`config.mk`:
```
export PLATFORM = sky130hd
export DESIGN_NAME = uart_tx_arb
export DESIGN_NICKNAME = d
export VERILOG_FILES = /design/src/rtl/uart_tx_arb.sv
export SDC_FILE = /design/constraint.sdc
export NUM_CORES = 1
export LEC_CHECK = 0
export ABC_AREA = 1
export CORE_MARGIN = 2
export CORE_UTILIZATION = 45
export CTS_CLUSTER_DIAMETER = 60
export DETAILED_ROUTE_END_ITERATION = 16
export DONT_BUFFER_PORTS = 1
export HOLD_SLACK_MARGIN = 0.03
export PLACE_DENSITY = 0.62
export RECOVER_POWER = 50
export SETUP_SLACK_MARGIN = 0.05
export SKIP_CTS_REPAIR_TIMING = 1
export SLEW_MARGIN = 0
export SYNTH_ARGS = -nofsm -noshare
export SYNTH_HDL_FRONTEND = slang
export SYNTH_SLANG_ARGS = --single-unit
export TNS_END_PERCENT = 50
```
`constraint.sdc`:
```
create_clock -name i_clk -period 6 [get_ports i_clk]
set_input_delay 1.8 -clock i_clk [delete_from_list [all_inputs] [get_ports i_clk]]
set_output_delay 1.8 -clock i_clk [all_outputs]
set_load 0.02 [all_outputs]
```
`src/rtl/uart_tx_arb.sv`:
```
// uart_tx_arb: round-robin arbiter that shares one external UART transmitter
// among N_REQ byte sources. One requester is granted at a time, its byte and
// baud select are latched toward the transmitter, send enable is held for the
// whole frame, and completion (done) or timeout (err) is reported back.
module uart_tx_arb #(
  parameter int N_REQ   = 4,
  parameter int TIMEOUT = 70000,
  parameter int GAP_CYC = 16
) (
  input  logic               i_clk,
  input  logic               i_rst_n,
  input  logic [N_REQ-1:0]   i_req,
  input  logic [8*N_REQ-1:0] i_req_data,
  input  logic [3*N_REQ-1:0] i_req_baud,
  output logic [N_REQ-1:0]   o_ack,
  output logic [N_REQ-1:0]   o_done,
  output logic [N_REQ-1:0]   o_err,
  output logic               o_tx_send_en,
  output logic [7:0]         o_tx_data,
  output logic [2:0]         o_tx_baud,
  input  logic               i_tx_done,
  output logic               o_busy,
  output logic [2:0]         o_grant_id
);

  // FSM encoding
  localparam logic [1:0] S_IDLE = 2'd0;
  localparam logic [1:0] S_SEND = 2'd1;
  localparam logic [1:0] S_GAP  = 2'd2;

  // Index of the last requester; both the pointer and grant_id start here so
  // that requester 0 is first in line after reset.
  localparam logic [2:0] LAST_ID = 3'(N_REQ - 1);

  // Timeout counter is a fixed 17 bits; it fires on its TIMEOUT-1 count so the
  // err pulse lands exactly TIMEOUT cycles after send enable rises.
  localparam logic [16:0] TO_LAST = 17'(TIMEOUT - 1);

  // Gap counter only needs to reach GAP_CYC-1.
  localparam int GW = (GAP_CYC > 1) ? $clog2(GAP_CYC) : 1;
  localparam logic [GW-1:0] GAP_LAST = GW'(GAP_CYC - 1);

  localparam logic [N_REQ-1:0] ONE_HOT0 = N_REQ'(1);

  // State and registered outputs
  logic [1:0]       r_state;
  logic [2:0]       r_ptr;
  logic [2:0]       r_grant_id;
  logic [16:0]      r_to_cnt;
  logic [GW-1:0]    r_gap_cnt;
  logic             r_tx_send_en;
  logic [7:0]       r_tx_data;
  logic [2:0]       r_tx_baud;
  logic             r_busy;
  logic [N_REQ-1:0] r_ack;
  logic [N_REQ-1:0] r_done;
  logic [N_REQ-1:0] r_err;

  // Arbitration wires
  logic [2:0]       w_cand [N_REQ];
  logic [N_REQ-1:0] w_cand_hit;
  logic [2:0]       w_win;
  logic             w_any;
  logic [7:0]       w_win_data;
  logic [2:0]       w_win_baud;
  logic [N_REQ-1:0] w_win_1h;
  logic [N_REQ-1:0] w_grant_1h;
  logic [7:0]       w_req_pad;

  // Pad the request vector to 8 bits so a 3-bit index always fits exactly.
  assign w_req_pad = 8'(i_req);

  // Candidate gi is the requester gi+1 positions after the pointer, wrapped
  // modulo N_REQ with a subtract (N_REQ need not be a power of two).
  for (genvar gi = 0; gi < N_REQ; gi++) begin : g_cand
    logic [3:0] w_sum;
    assign w_sum          = {1'b0, r_ptr} + 4'(gi + 1);
    assign w_cand[gi]     = (w_sum >= 4'(N_REQ)) ? 3'(w_sum - 4'(N_REQ)) : w_sum[2:0];
    assign w_cand_hit[gi] = w_req_pad[w_cand[gi]];
  end

  // Pick the nearest active candidate after the pointer (lowest gi wins).
  always_comb begin
    w_win = 3'd0;
    for (int k = N_REQ - 1; k >= 0; k--) begin
      if (w_cand_hit[k]) begin
        w_win = w_cand[k];
      end
    end
  end

  assign w_any = |i_req;

  // Select the winner's byte and baud slices.
  always_comb begin
    w_win_data = 8'h00;
    w_win_baud = 3'd0;
    for (int i = 0; i < N_REQ; i++) begin
      if (w_win == 3'(i)) begin
        w_win_data = i_req_data[8*i +: 8];
        w_win_baud = i_req_baud[3*i +: 3];
      end
    end
  end

  assign w_win_1h   = ONE_HOT0 << w_win;
  assign w_grant_1h = ONE_HOT0 << r_grant_id;

  // Main sequencer: IDLE grants, SEND holds the frame and watches for
  // completion or timeout, GAP enforces idle line time before the next grant.
  always_ff @(posedge i_clk or negedge i_rst_n) begin
    if (!i_rst_n) begin
      r_state      <= S_IDLE;
      r_ptr        <= LAST_ID;
      r_grant_id   <= LAST_ID;
      r_to_cnt     <= '0;
      r_gap_cnt    <= '0;
      r_tx_send_en <= 1'b0;
      r_busy       <= 1'b0;
      r_ack        <= '0;
      r_done       <= '0;
      r_err        <= '0;
    end else begin
      r_ack  <= '0;
      r_done <= '0;
      r_err  <= '0;
      case (r_state)
        S_IDLE: begin
          if (w_any) begin
            r_state      <= S_SEND;
            r_ptr        <= w_win;
            r_grant_id   <= w_win;
            r_ack        <= w_win_1h;
            r_to_cnt     <= '0;
            r_tx_send_en <= 1'b1;
            r_busy       <= 1'b1;
          end
        end
        S_SEND: begin
          r_to_cnt <= r_to_cnt + 17'd1;
          // Completion takes precedence over a coincident timeout.
          if (i_tx_done) begin
            r_done       <= w_grant_1h;
            r_state      <= S_GAP;
            r_gap_cnt    <= '0;
            r_tx_send_en <= 1'b0;
          end else if (r_to_cnt == TO_LAST) begin
            r_err        <= w_grant_1h;
            r_state      <= S_GAP;
            r_gap_cnt    <= '0;
            r_tx_send_en <= 1'b0;
          end
        end
        S_GAP: begin
          if (r_gap_cnt == GAP_LAST) begin
            r_state <= S_IDLE;
            r_busy  <= 1'b0;
          end else begin
            r_gap_cnt <= r_gap_cnt + GW'(1);
          end
        end
        default: begin
          r_state      <= S_IDLE;
          r_tx_send_en <= 1'b0;
          r_busy       <= 1'b0;
        end
      endcase
    end
  end

  // Byte and baud toward the transmitter; loaded only on a grant so they stay
  // frozen for the whole frame and the gap after it.
  always_ff @(posedge i_clk or negedge i_rst_n) begin
    if (!i_rst_n) begin
      r_tx_data <= 8'h00;
      r_tx_baud <= 3'd0;
    end else if (r_state == S_IDLE && w_any) begin
      r_tx_data <= w_win_data;
      r_tx_baud <= w_win_baud;
    end
  end

  assign o_ack        = r_ack;
  assign o_done       = r_done;
  assign o_err        = r_err;
  assign o_tx_send_en = r_tx_send_en;
  assign o_tx_data    = r_tx_data;
  assign o_tx_baud    = r_tx_baud;
  assign o_busy       = r_busy;
  assign o_grant_id   = r_grant_id;

endmodule

```
# ---- After elaboration in Yosys (flattened, before gate mapping)
# Cells that the tools add are included.
dict set report op_classes {
  add_sub_neg 10
  n_lt_le_gt_ge 8
  eq_ne 11
  shift 2
  n_mux 48
  bitwise 2
  n_reduce_logical 12
}
# cell n
set op_table {}
lappend op_table {{$mux 4} 10}
lappend op_table {{$mux 3} 12}
lappend op_table {{$pmux 17 s2} 1}
lappend op_table {{$mux 8} 4}
lappend op_table {{$add 17x1->17 const B} 1}
lappend op_table {{$eq 17x17->1 const B} 1}
lappend op_table {{$mux 17} 1}
lappend op_table {{$ge 4x3->1 const B} 4}
lappend op_table {{$lt 3x4->1 const B} 4}
lappend op_table {{$bmux 1 s3} 4}
lappend op_table {{$reduce_and 3->1} 4}
lappend op_table {{$sub 3x3->3 const B} 4}
lappend op_table {{$add 3x2->4 const B} 2}
lappend op_table {{$mux 1} 8}
lappend op_table {{$mux 2} 4}
lappend op_table {{$pmux 4 s2} 1}
lappend op_table {{$shl 1x3->4 const A} 2}
lappend op_table {{$eq 3x2->1 const B} 2}
lappend op_table {{$ne 2x2->1 const B} 3}
lappend op_table {{$pmux 1 s3} 2}
lappend op_table {{$pmux 2 s3} 1}
lappend op_table {{$add 3x1->4 const B} 1}
lappend op_table {{$add 3x3->4 const B} 1}
lappend op_table {{$add 4x1->4 const B} 1}
lappend op_table {{other kinds (12)} 15}
dict set report word_totals {
  ff_bits 51
  inputBits 51
  output_inout_bits 28
}

# ---- Depth between registers and ports, before layout
# Gate-level depths: netlist of the first run.
dict set report depth {
  word_depth 14
  depth_mapped 18
  mapped_depth_nobuf 16
}

# ---- Worst setup path after synthesis of the first run
# OpenSTA, ideal clock, no wires.
dict set report synth_timing {
  path_kind {input to register}
  from {input i_req[2]}
  to {register r_to_cnt[11]}
  setup_ns 0.082
  t_arrival_ns 2.959
  required_time_ns 5.918
  setup_slack_ns 2.959
  cell_stages 6
  path_buffers 1
  path_cell_list {nor4_1 nor2_1 buf_2 nor2_1 inv_1 o22ai_1}
}
dict set report synth_between {
  elab_chain_cells 3
}
# element line_no
set synth_rtl {}
lappend synth_rtl {{from (decl)} 12} ;# input logic [N_REQ-1:0] i_req,
lappend synth_rtl {{$reduce_or 4->1} 92} ;# assign w_any = |i_req;
lappend synth_rtl {{$ne 2x2->1 (no source line)} --}
lappend synth_rtl {{$reduce_and 2->1 (no source line)} --}
lappend synth_rtl {{to (signal assigned)} 140} ;# r_to_cnt <= r_to_cnt + 17'd1;
lappend synth_rtl {{to (decl)} 49} ;# logic [16:0] r_to_cnt;
# No other way between the ends.
# A chain may end at the register's enable or synchronous reset.

# ---- Worst setup path after layout of the first run
dict set report layout_timing {
  from {input i_req[2]}
  to {register r_tx_data[0] (netlist: o_tx_data[0])}
}
dict set report layout_between {
  elab_chain_cells 11
  elab_cells_between_ends 22
  classes_between {eq/ne: 3; mux: 16; reduce/logical: 3}
}
# element line_no
set layout_rtl {}
lappend layout_rtl {{$bmux 1 s3} 79} ;# assign w_cand_hit[gi] = w_req_pad[w_cand[gi]];
lappend layout_rtl {{$mux 1 (not written as such)} 79}
lappend layout_rtl {{$mux 3 (4 in series)} 86} ;# if (w_cand_hit[k]) begin
lappend layout_rtl {{$logic_not 3->1} 99} ;# if (w_win == 3'(i)) begin
lappend layout_rtl {{$mux 8 (4 in series)} 99}
lappend layout_rtl {{to (signal assigned)} 178} ;# r_tx_data <= w_win_data;
lappend layout_rtl {{to (decl)} 52} ;# logic [7:0] r_tx_data;
# Several ways; a longest one is shown, not always the timed one. The select of a mux whose other input is x is not followed.

==> results.toml, run 1 <==
[outcome]
outcome = "complete, no violations"

[finish]
fin_area_mm2 = 0.00302
drive_gt1_share_pct = 8.24
area_growth_pct = 4.73
multi_input_area_mm2 = 0.00139
num-fill-cells = 648
antennaDiodeCount = 0
finalNetCount = 435
seqCellArea_mm2 = 0.00128

[floorplanning]
rows = 29
die_area_mm2 = 0.00706
die_x_um = 84.0
start_util_pct = 45.9
dieHeight_um = 84.0
core_mm2 = 0.00628
ios = 79

[place]
port_buffers = 0
dpl_cell_area_mm2 = 0.00292
dpl.hpwl_um = 4810
gp_congestion = 0.859

[setup_path]
endpoint_kind = "register"
path_buf_inv = 1
ff2ff_setup_slack_ns = 3.25
crit_arrival_ns = 3.73
critPathMaxFanout = 17
worst-r2r-cell-count = 16
crit_chain = "nor4_1, nor2_1, clkinv_1, nor3_4, nand2_1, nand3_1"
worstSetupPathType = "input port to register"
r2r_end = "o_tx_data[7]$_DFFE_PN0P_"
rr_startpoint = "o_grant_id[0]$_DFFE_PN1P_"
required_ns = 6.23
cp_slowest_cell = "clkinv_1"
crit_family = "simple AND/OR/NAND/NOR gates"
startpoint_type = "input port"
crit_path_max_incr_delay_ns = 0.64

[logic_synthesis]
synth_flop_cell = "dfrtp_1"
synth-edff-count = 0
syn_avg_cell_area_um2 = 7.60
synth_warnings = 0
synthArstFlopShare_pct = 100
synth-seq-cells = 51
synth_cells = 379
synth_nets = 438
synth_area_mm2 = 0.00288
synth-seq-area-share_pct = 44.4
synth_cell_type_count = 37

[global_route]
gr-total-overflow = 0
track_usage_pct = 19.0
grt_pass1_vias = 2314
grt_pass1_wl_um = 11000
antenna_found_initial = 0
grt_max_degree = 52

[clocking]
htreeDepth = 2
cts_made_buffers = 5
cts.sinks = 51
cts_buffer_depth = 2
clock_latency_ns = 0.29
root_buffer = "clkbuf_8"
tritoncts = "done"
clk_pin_slew_ns = 0.09

[drt]
via_per_inst = 5.32
first_iter_violations = 132
vias = 2412
drc_errors = 0
drtAntennaViolNets = 0
routed_wl_um = 6290
wl_per_cell_um = 13.9
drt-pass1-iter-count = 4

[pwr]
power_leakage_nw = 1.43
powerDensity_mw_per_mm2 = 571
ir_drop_uv = 440

[timing]
rsz0062_at_grt = "no"
tns_ns = 0
min_period_ns = 3.50
fmax_mhz = 286
finClkSkew_ns = 0.00407
finalHoldViolations = 0
tightestPinTransition_ns = 0.758
drv_slew = 0
fin_crit_sh_pct = 58.3
relSlewSlack_pct = 49.3
setup_violations = 0

[job]
maxCapViolCount = 0

[worst_hold_path]
hold_path_end = "r_gap_cnt[1]$_DFFE_PN0P_"
hold_depth = 2
holdCritStartpoint = "r_gap_cnt[1]$_DFFE_PN0P_"
holdCritPathClass = "register to register"
-- through the flow --
stage / total power, mW / std cells / hold WS, ns / setup WS [ns] / utilization [%]
2_1_floorplan: 1.35 / 379 / 0.446 / 2.96 / -
3_3_place_gp: 1.49 / 446 / 0.487 / 2.21 / 46.4
3_5_place_dp: 1.51 / 446 / 0.494 / 2.09 / 46.4
4_1_cts: 1.74 / 453 / 0.516 / 2.42 / 48.1
5_1_grt: 1.91 / 453 / 0.543 / 2.20 / 48.1
6_report: 1.72 / 453 / 0.514 / 2.50 / 48.1
-- power by group --
group	switching (mW)	internal, mW	leakage (nW)
clock	0.105	0.122	0.0513
sequential	0.161	0.443	0.668
combinational	0.617	0.275	0.711
-- cells in the mapped netlist (3+ instances only) --
library cell / instances / share of area (%)
nand2_1: 113 / 15
dfrtp_1: 49 / 43
nand3_1: 35 / 6.1
nor2_1: 35 / 4.6
inv_1: 30 / 3.9
o21ai_0: 23 / 4.0
nand4_1: 11 / 2.4
nor3_1: 11 / 1.9
a21oi_1: 10 / 1.7
ha_1: 8 / 3.5
nand2_2: 6 / 1.3
nor4_1: 5 / 1.1
clkbuf_1: 4 / 0.52
inv_2: 3 / 0.39
nand2_4: 3 / 1.2
nor2_2: 3 / 0.65
o21ai_1: 3 / 0.52
-- layer usage --
| metal | vias up | GRT usage [%] | share of wire, % |
|---|---|---|---|
| li1 | 1246 | - | - |
| met5 | - | 0 | 0 |
| met1 | 1084 | 26.2 | 48 |
| met4 | 0 | 4.99 | 1.1 |
| met3 | 4 | 5.24 | 6.9 |
| met2 | 78 | 29.7 | 44 |
-- cell usage in the layout, fill, tap and decap left out, types with 2 or more instances in the layout --
cell,count
nor4_1,5
ha_1,8
nand3_2,2
nor3_1,11
o32ai_1,2
nand3_1,35
a21oi_1,10
nand2_4,3
nand2_2,6
dfrtp_1,49
nor2_2,3
o21ai_0,23
nor2_1,35
nand4_1,11
nand2_1,113
inv_1,30
inv_2,3
o21ai_1,3
dfstp_2,2
inv_4,2
clkbuf_8,5
-- registers in the layout, indices dropped and copies added (netlist names), 2 cells and up --
signal / cells
o_err: 4
o_tx_data: 8
r_to_cnt: 17
o_done: 4
o_tx_baud: 3
o_ack: 4
r_gap_cnt: 4
r_state: 2
o_grant_id: 3
-- layout make-up --
| cell class | count | share of cell area [%] |
|---|---|---|
| sequential | 51 | 42.4 |
| clock buffer | 6 | 2.40 |
| tap | 77 | 3.19 |
| multi-input combinational | 281 | 46.1 |
| inverter | 37 | 4.93 |
| clock inverter | 1 | 0.995 |
-- how the worst max path moves through the flow --
stage	start	slack (ns)	to	cells after the start
after floorplan	i_req[2]	2.96	r_to_cnt[11]$_DFFE_PN0P_	6
after global placement	i_req[2]	2.21	o_tx_data[7]$_DFFE_PN0P_	6
after detailed placement	i_req[2]	2.09	o_tx_data[0]$_DFFE_PN0P_	6
after CTS	i_req[2]	2.42	o_tx_data[0]$_DFFE_PN0P_	6
after global routing	i_req[2]	2.20	o_tx_data[3]$_DFFE_PN0P_	6
final	i_req[2]	2.50	o_tx_data[0]$_DFFE_PN0P_	6
-- worst reg2reg max path, cell delays in order, from the launching register on --
cell,delay (ns)
dfstp_2,0.75
inv_6,0.10
ha_1,0.35
inv_1,0.10
nand3_1,0.09
nand3_2,0.11
nand2_1,0.05
nand2_1,0.06
nand2_1,0.05
nand2_1,0.09
nand2_4,0.09
nand2_4,0.19
inv_4,0.06
nand2_1,0.28
nand2_1,0.11
nand2_1,0.08
nand3_1,0.06
-- cells by family after synthesis --
group,synth area share [%]
buf+inv,7.34
simple gates,35.7
flops,44.4
compound gates,8.47
xor+xnor,0.304
fa+ha+maj,3.47
mux,0.347
No activity file was read; power rests on OpenSTA's default activity.
==> run 2, diff against run 1 <==
--- a/config.mk
+++ b/config.mk
@@ -5,7 +5,7 @@
 export SDC_FILE = /design/constraint.sdc
 export NUM_CORES = 1
 export LEC_CHECK = 0
-export ABC_AREA = 1
+export ABC_AREA = 0
 export CORE_MARGIN = 2
 export CORE_UTILIZATION = 45
 export CTS_CLUSTER_DIAMETER = 60
==> constraint.sdc (replaced) <==
create_clock -name i_clk -period 3.34 [get_ports i_clk]
set_input_delay 1.002 -clock i_clk [delete_from_list [all_inputs] [get_ports i_clk]]
set_output_delay 1.002 -clock i_clk [all_outputs]
set_load 0.02 [all_outputs]
==> results.toml, run 2 <==
[global_route]
track_usage_pct = 23.4
grt_pass1_vias = 3087
grt_pass1_wl_um = 15900
antenna_found_initial = 0
gr-total-overflow = 0
grt_max_degree = 52

[clocking]
root_buffer = "clkbuf_8"
cts.sinks = 51
clock_latency_ns = 0.31
clk_pin_slew_ns = 0.10
cts_buffer_depth = 2
cts_made_buffers = 5
tritoncts = "done"
htreeDepth = 2

[pwr]
totalPowerFinal_mw = 3.79
power_leakage_nw = 1.45
ir_drop_uv = 369
powerDensity_mw_per_mm2 = 1020

[place]
dpl_cell_area_mm2 = 0.00362
placed_cells = 488
gp_congestion = 0.852
port_buffers = 0
dpl.hpwl_um = 6780
preCtsSetupSlack_ns = 0.226

[finish]
area_growth_pct = 7.31
largest-register = "r_to_cnt"
drive_gt1_share_pct = 10.3
antennaDiodeCount = 0
largest_reg_flops = 17
layout_commonest_cell = "dfrtp_1"
final_cell_mix = "dfrtp_1, nor2_1, nand2_1"
fin_area_mm2 = 0.00371
finalNetCount = 455
final_util_pct = 50.6
final_cells = 496

[floorplanning]
die_x_um = 91.7
dieHeight_um = 91.7
die_area_mm2 = 0.00840
core_mm2 = 0.00733
rows = 31
start_util_pct = 47.2
ios = 79

[logic_synthesis]
synth.largest_area_cell = "dfrtp_1"
synthAdderAreaFrac_pct = 2.89
synth_area_mm2 = 0.00346
synth-edff-count = 0
netlist_top_cells_count = "dfrtp_1, nor2_1, nand2_1"
synth_cell_type_count = 58
synth-seq-area-share_pct = 37.0
synthXorXnorAreaFrac_pct = 1.01
yosys.area_share.simple_pct = 23.3
muxShareOfSynthArea_pct = 3.76
synth_compound_area_share_pct = 26.3
synth_area_leaders = "dfrtp_1, nor2_1, o211ai_1"
synth_flop_cell = "dfrtp_1"
synth_cells = 400
synth_top_family_by_area = "compound AO/OA/AOI/OAI gates"
syn_avg_cell_area_um2 = 8.65
synthArstFlopShare_pct = 100
synth-seq-cells = 51
synth_nets = 459
synth_top_area_share_pct = 35.5
synth_warnings = 0

[timing]
fmax_mhz = 321
drv_slew = 0
setup_violations = 0
tightestPinTransition_ns = 0.647
min_period_ns = 3.12
rsz0062_at_grt = "no"
setup_ws_ns = 0.221
relSlewSlack_pct = 56.6
finClkSkew_ns = 0.0156
finalHoldViolations = 0
tns_ns = 0
fin_crit_sh_pct = 93.4
hold_slack_ns = 0.368

[drt]
drt-pass1-iter-count = 5
via_per_inst = 6.18
vias = 3064
first_iter_violations = 178
wl_per_cell_um = 19.2
routed_wl_um = 9540
drtAntennaViolNets = 0
drc_errors = 0

[setup_path]
ff2ff_setup_slack_ns = 0.22
endpoint_kind = "register"
worstSetupPathType = "register to register"
required_ns = 3.54
critPathMaxFanout = 19
worst-r2r-cell-count = 8
startpoint_type = "register"
cp_slowest_cell = "mux4_2"
rr_startpoint = "o_grant_id[1]$_DFFE_PN1P_"
crit_arrival_ns = 3.32
crit_chain = "inv_1, ha_4, mux4_2, o21a_1, buf_12, o311ai_0, a211o_1, o211ai_1"
crit_path_max_incr_delay_ns = 0.66
r2r_end = "o_tx_data[1]$_DFFE_PN0P_"

[job]
maxCapViolCount = 0

[outcome]
outcome = "complete, no violations"

[worst_hold_path]
holdCritPathClass = "input port to async pin"
run 2: cell types whose count changed in the layout (fill, tap and decap cells not counted), moves of 12 or more:
cell	delta
nand2_1	-78
nand3_1	-21
o211ai_1	+20
buf_4	+13
nor2_1	+13
nor3b_1	+12
run 2: logic make-up (layout without fill, tap and decap cells):
group                      count (synthesis)  count (layout)
AOI/OAI and AO/OA                        119             119
xor gates and xnor gates                   4               4
adders and majority gates                  8               8
buffers and inverters                     49              46
DFF                                       51              51
muxes                                     11              11
and+or+nand+nor                          158             158
run 2: worst max path at each step:
stage	slack [ns]	from	endpoint	cells after the start
detailed placement	0.23	i_req[0]	o_tx_data[1]$_DFFE_PN0P_	6
finish	0.22	o_grant_id[1]$_DFFE_PN1P_	o_tx_data[1]$_DFFE_PN0P_	8
floorplan	0.07	o_grant_id[0]$_DFFE_PN1P_	o_tx_baud[0]$_DFFE_PN0P_	13
global route	0.07	o_grant_id[1]$_DFFE_PN1P_	o_tx_data[1]$_DFFE_PN0P_	8
CTS	0.24	o_grant_id[1]$_DFFE_PN1P_	o_tx_data[1]$_DFFE_PN0P_	8
global placement	0.27	i_req[0]	o_tx_data[1]$_DFFE_PN0P_	6
run 2: final cells by class:
| cell class | count | area (um2) |
|---|---|---|
| Inverter | 21 | 78.8 |
| Timing Repair Buffer | 17 | 129 |
| Clock buffer | 7 | 96.3 |
| Tap cell | 99 | 124 |
| Multi-Input combinational cell | 300 | 2000 |
| Sequential cell | 51 | 1280 |
| Clock inverter | 1 | 7.51 |
| Fill cell | 692 | 3620 |
run 2: critical path: cells and delay by family (launching register included):
kind                     cells  cell delay, ns
AO/OA/AOI/OAI                4            1.15
adder cells (fa/ha/maj)      1            0.31
buffers and inverters        2            0.33
flip-flops                   1            0.54
multiplexers                 1            0.66
run 2: power by group:
group	switching, mW	internal [mW]	total [mW]
clock network	0.215	0.189	0.404
logic	1.45	0.892	2.34
registers	0.255	0.794	1.05
run 2: routing by layer:
metal | vias to the layer above | wire length (um) | track usage (%) | share of wire, %
met5 | - | 0 | 0 | 0
met4 | 0 | 132 | 5.56 | 1.4
met3 | 11 | 702 | 7.07 | 7.4
met2 | 85 | 4570 | 38.8 | 48
met1 | 1475 | 4130 | 29.9 | 43
li1 | 1493 | - | - | -
==> run 3, diff against run 2 <==
--- a/config.mk
+++ b/config.mk
@@ -7,12 +7,12 @@
 export LEC_CHECK = 0
 export ABC_AREA = 0
 export CORE_MARGIN = 2
-export CORE_UTILIZATION = 45
+export CORE_UTILIZATION = 51
 export CTS_CLUSTER_DIAMETER = 60
 export DETAILED_ROUTE_END_ITERATION = 16
 export DONT_BUFFER_PORTS = 1
 export HOLD_SLACK_MARGIN = 0.03
-export PLACE_DENSITY = 0.62
+export PLACE_DENSITY = 0.68
 export RECOVER_POWER = 50
 export SETUP_SLACK_MARGIN = 0.05
 export SKIP_CTS_REPAIR_TIMING = 1
==> results.toml, run 3 (synthesis gave the netlist of run 2 again) <==
[setup_path]
crit_path_max_incr_delay_ns = 0.66
path_buf_inv = 1
required_ns = 3.56
crit_family = "compound AO/OA/AOI/OAI gates"
crit_arrival_ns = 3.29
worstSetupPathType = "register to register"
worst-r2r-cell-count = 8
startpoint_type = "register"
cp_slowest_cell = "mux4_2"
endpoint_kind = "register"
crit_cells = 8
critPathMaxFanout = 14
crit_chain = "inv_1, ha_4, mux4_2, or3_4, a211oi_4, o21ai_2, a211o_1, o211ai_1"

[job]
maxCapViolCount = 0

[place]
gp_congestion = 0.915
dpl.hpwl_um = 6380
port_buffers = 0
preCtsSetupSlack_ns = 0.227

[clocking]
tritoncts = "done"
cts_buffer_depth = 2
cts_made_buffers = 5
root_buffer = "clkbuf_8"
htreeDepth = 2
clock_latency_ns = 0.30
cts.sinks = 51
clk_pin_slew_ns = 0.10

[timing]
fin_crit_sh_pct = 92.0
tns_ns = 0
finClkSkew_ns = 0.00622
setup_ws_ns = 0.268
drv_slew = 0
relSlewSlack_pct = 47.0
fmax_mhz = 326
tightestPinTransition_ns = 0.794
setup_violations = 0
finalHoldViolations = 0
rsz0062_at_grt = "no"
min_period_ns = 3.07

[finish]
final_util_pct = 54.9
final_cell_mix = "dfrtp_1, nor2_1, nand2_1"
finalNetCount = 453
largest_reg_flops = 17
largest-register = "r_to_cnt"
antennaDiodeCount = 0
area_growth_pct = 6.01
layout_commonest_cell = "dfrtp_1"
drive_gt1_share_pct = 10.4

[drt]
wl_per_cell_um = 19.2
routed_wl_um = 9130
drc_errors = 0
drt-pass1-iter-count = 4
vias = 3166
drtAntennaViolNets = 0
first_iter_violations = 207
via_per_inst = 6.67

[floorplanning]
start_util_pct = 51.8
die_x_um = 86.3
dieHeight_um = 86.3
die_area_mm2 = 0.00746
rows = 30
ios = 79
core_mm2 = 0.00668

[global_route]
gr-usage-met3_pct = 7.05
grt-busiest-layer = "met2"
track_usage_pct = 24.7
grt_pass1_vias = 3039
gr-usage-met1_pct = 32.2
antenna_found_initial = 0
gr-total-overflow = 0
grt_pass1_wl_um = 14800
use_met2_pct = 40.1
grt_max_degree = 52

[pwr]
ir_drop_uv = 566
powerDensity_mw_per_mm2 = 1010
power_leakage_nw = 1.44

[worst_hold_path]
holdCritPathClass = "input port to async pin"

[outcome]
outcome = "complete, no violations"
[run 3: metrics by stage]
step / hold WS, ns / instance area, um2 / power (mW) / std cells
floorplan: 0.437 / 3510 / 2.78 / 400
global placement: 0.472 / 3570 / 3.26 / 467
detailed placement: 0.477 / 3570 / 3.31 / 467
CTS: 0.377 / 3670 / 3.71 / 475
global route: 0.364 / 3670 / 4.00 / 475
finish: 0.384 / 3670 / 3.72 / 475
[run 3: worst paths after layout]
kind	startpoint	endpoint	slack, ns
setup reg to reg	o_grant_id[1]$_DFFE_PN1P_	o_tx_data[0]$_DFFE_PN0P_	0.27
hold reg to reg	r_to_cnt[16]$_DFFE_PN0P_	r_to_cnt[16]$_DFFE_PN0P_	0.49
max in group asynchronous	i_rst_n	o_grant_id[0]$_DFFE_PN1P_	2.78
min in group i_clk	r_to_cnt[16]$_DFFE_PN0P_	r_to_cnt[16]$_DFFE_PN0P_	0.49
hold / removal	i_rst_n	o_grant_id[2]$_DFFE_PN0P_	0.38
setup / recovery	o_grant_id[1]$_DFFE_PN1P_	o_tx_data[0]$_DFFE_PN0P_	0.27
[run 3: area by class of cell]
| cell class | count | area [um2] |
|---|---|---|
| Sequential cell | 51 | 1280 |
| Multi-Input combinational cell | 300 | 2000 |
| Clock buffer | 7 | 96.3 |
| Tap cell | 80 | 100 |
| Clock inverter | 1 | 7.51 |
| Fill cell | 611 | 3020 |
| Inverter | 21 | 78.8 |
| Timing Repair Buffer | 15 | 105 |
[run 3: routing by layer]
layer  vias up  wire length (um)  share of wire, %
met5         -                 0                 0
met4         0               164               1.8
met3        13               661               7.2
met2       114              4450                49
met1      1548              3860                42
li1       1491                 -                 -
[run 3: where the power goes]
group | internal, mW | switching, mW
Sequential | 0.795 | 0.257
Combinational | 0.848 | 1.42
Clock | 0.189 | 0.211
Total | 1.83 | 1.89
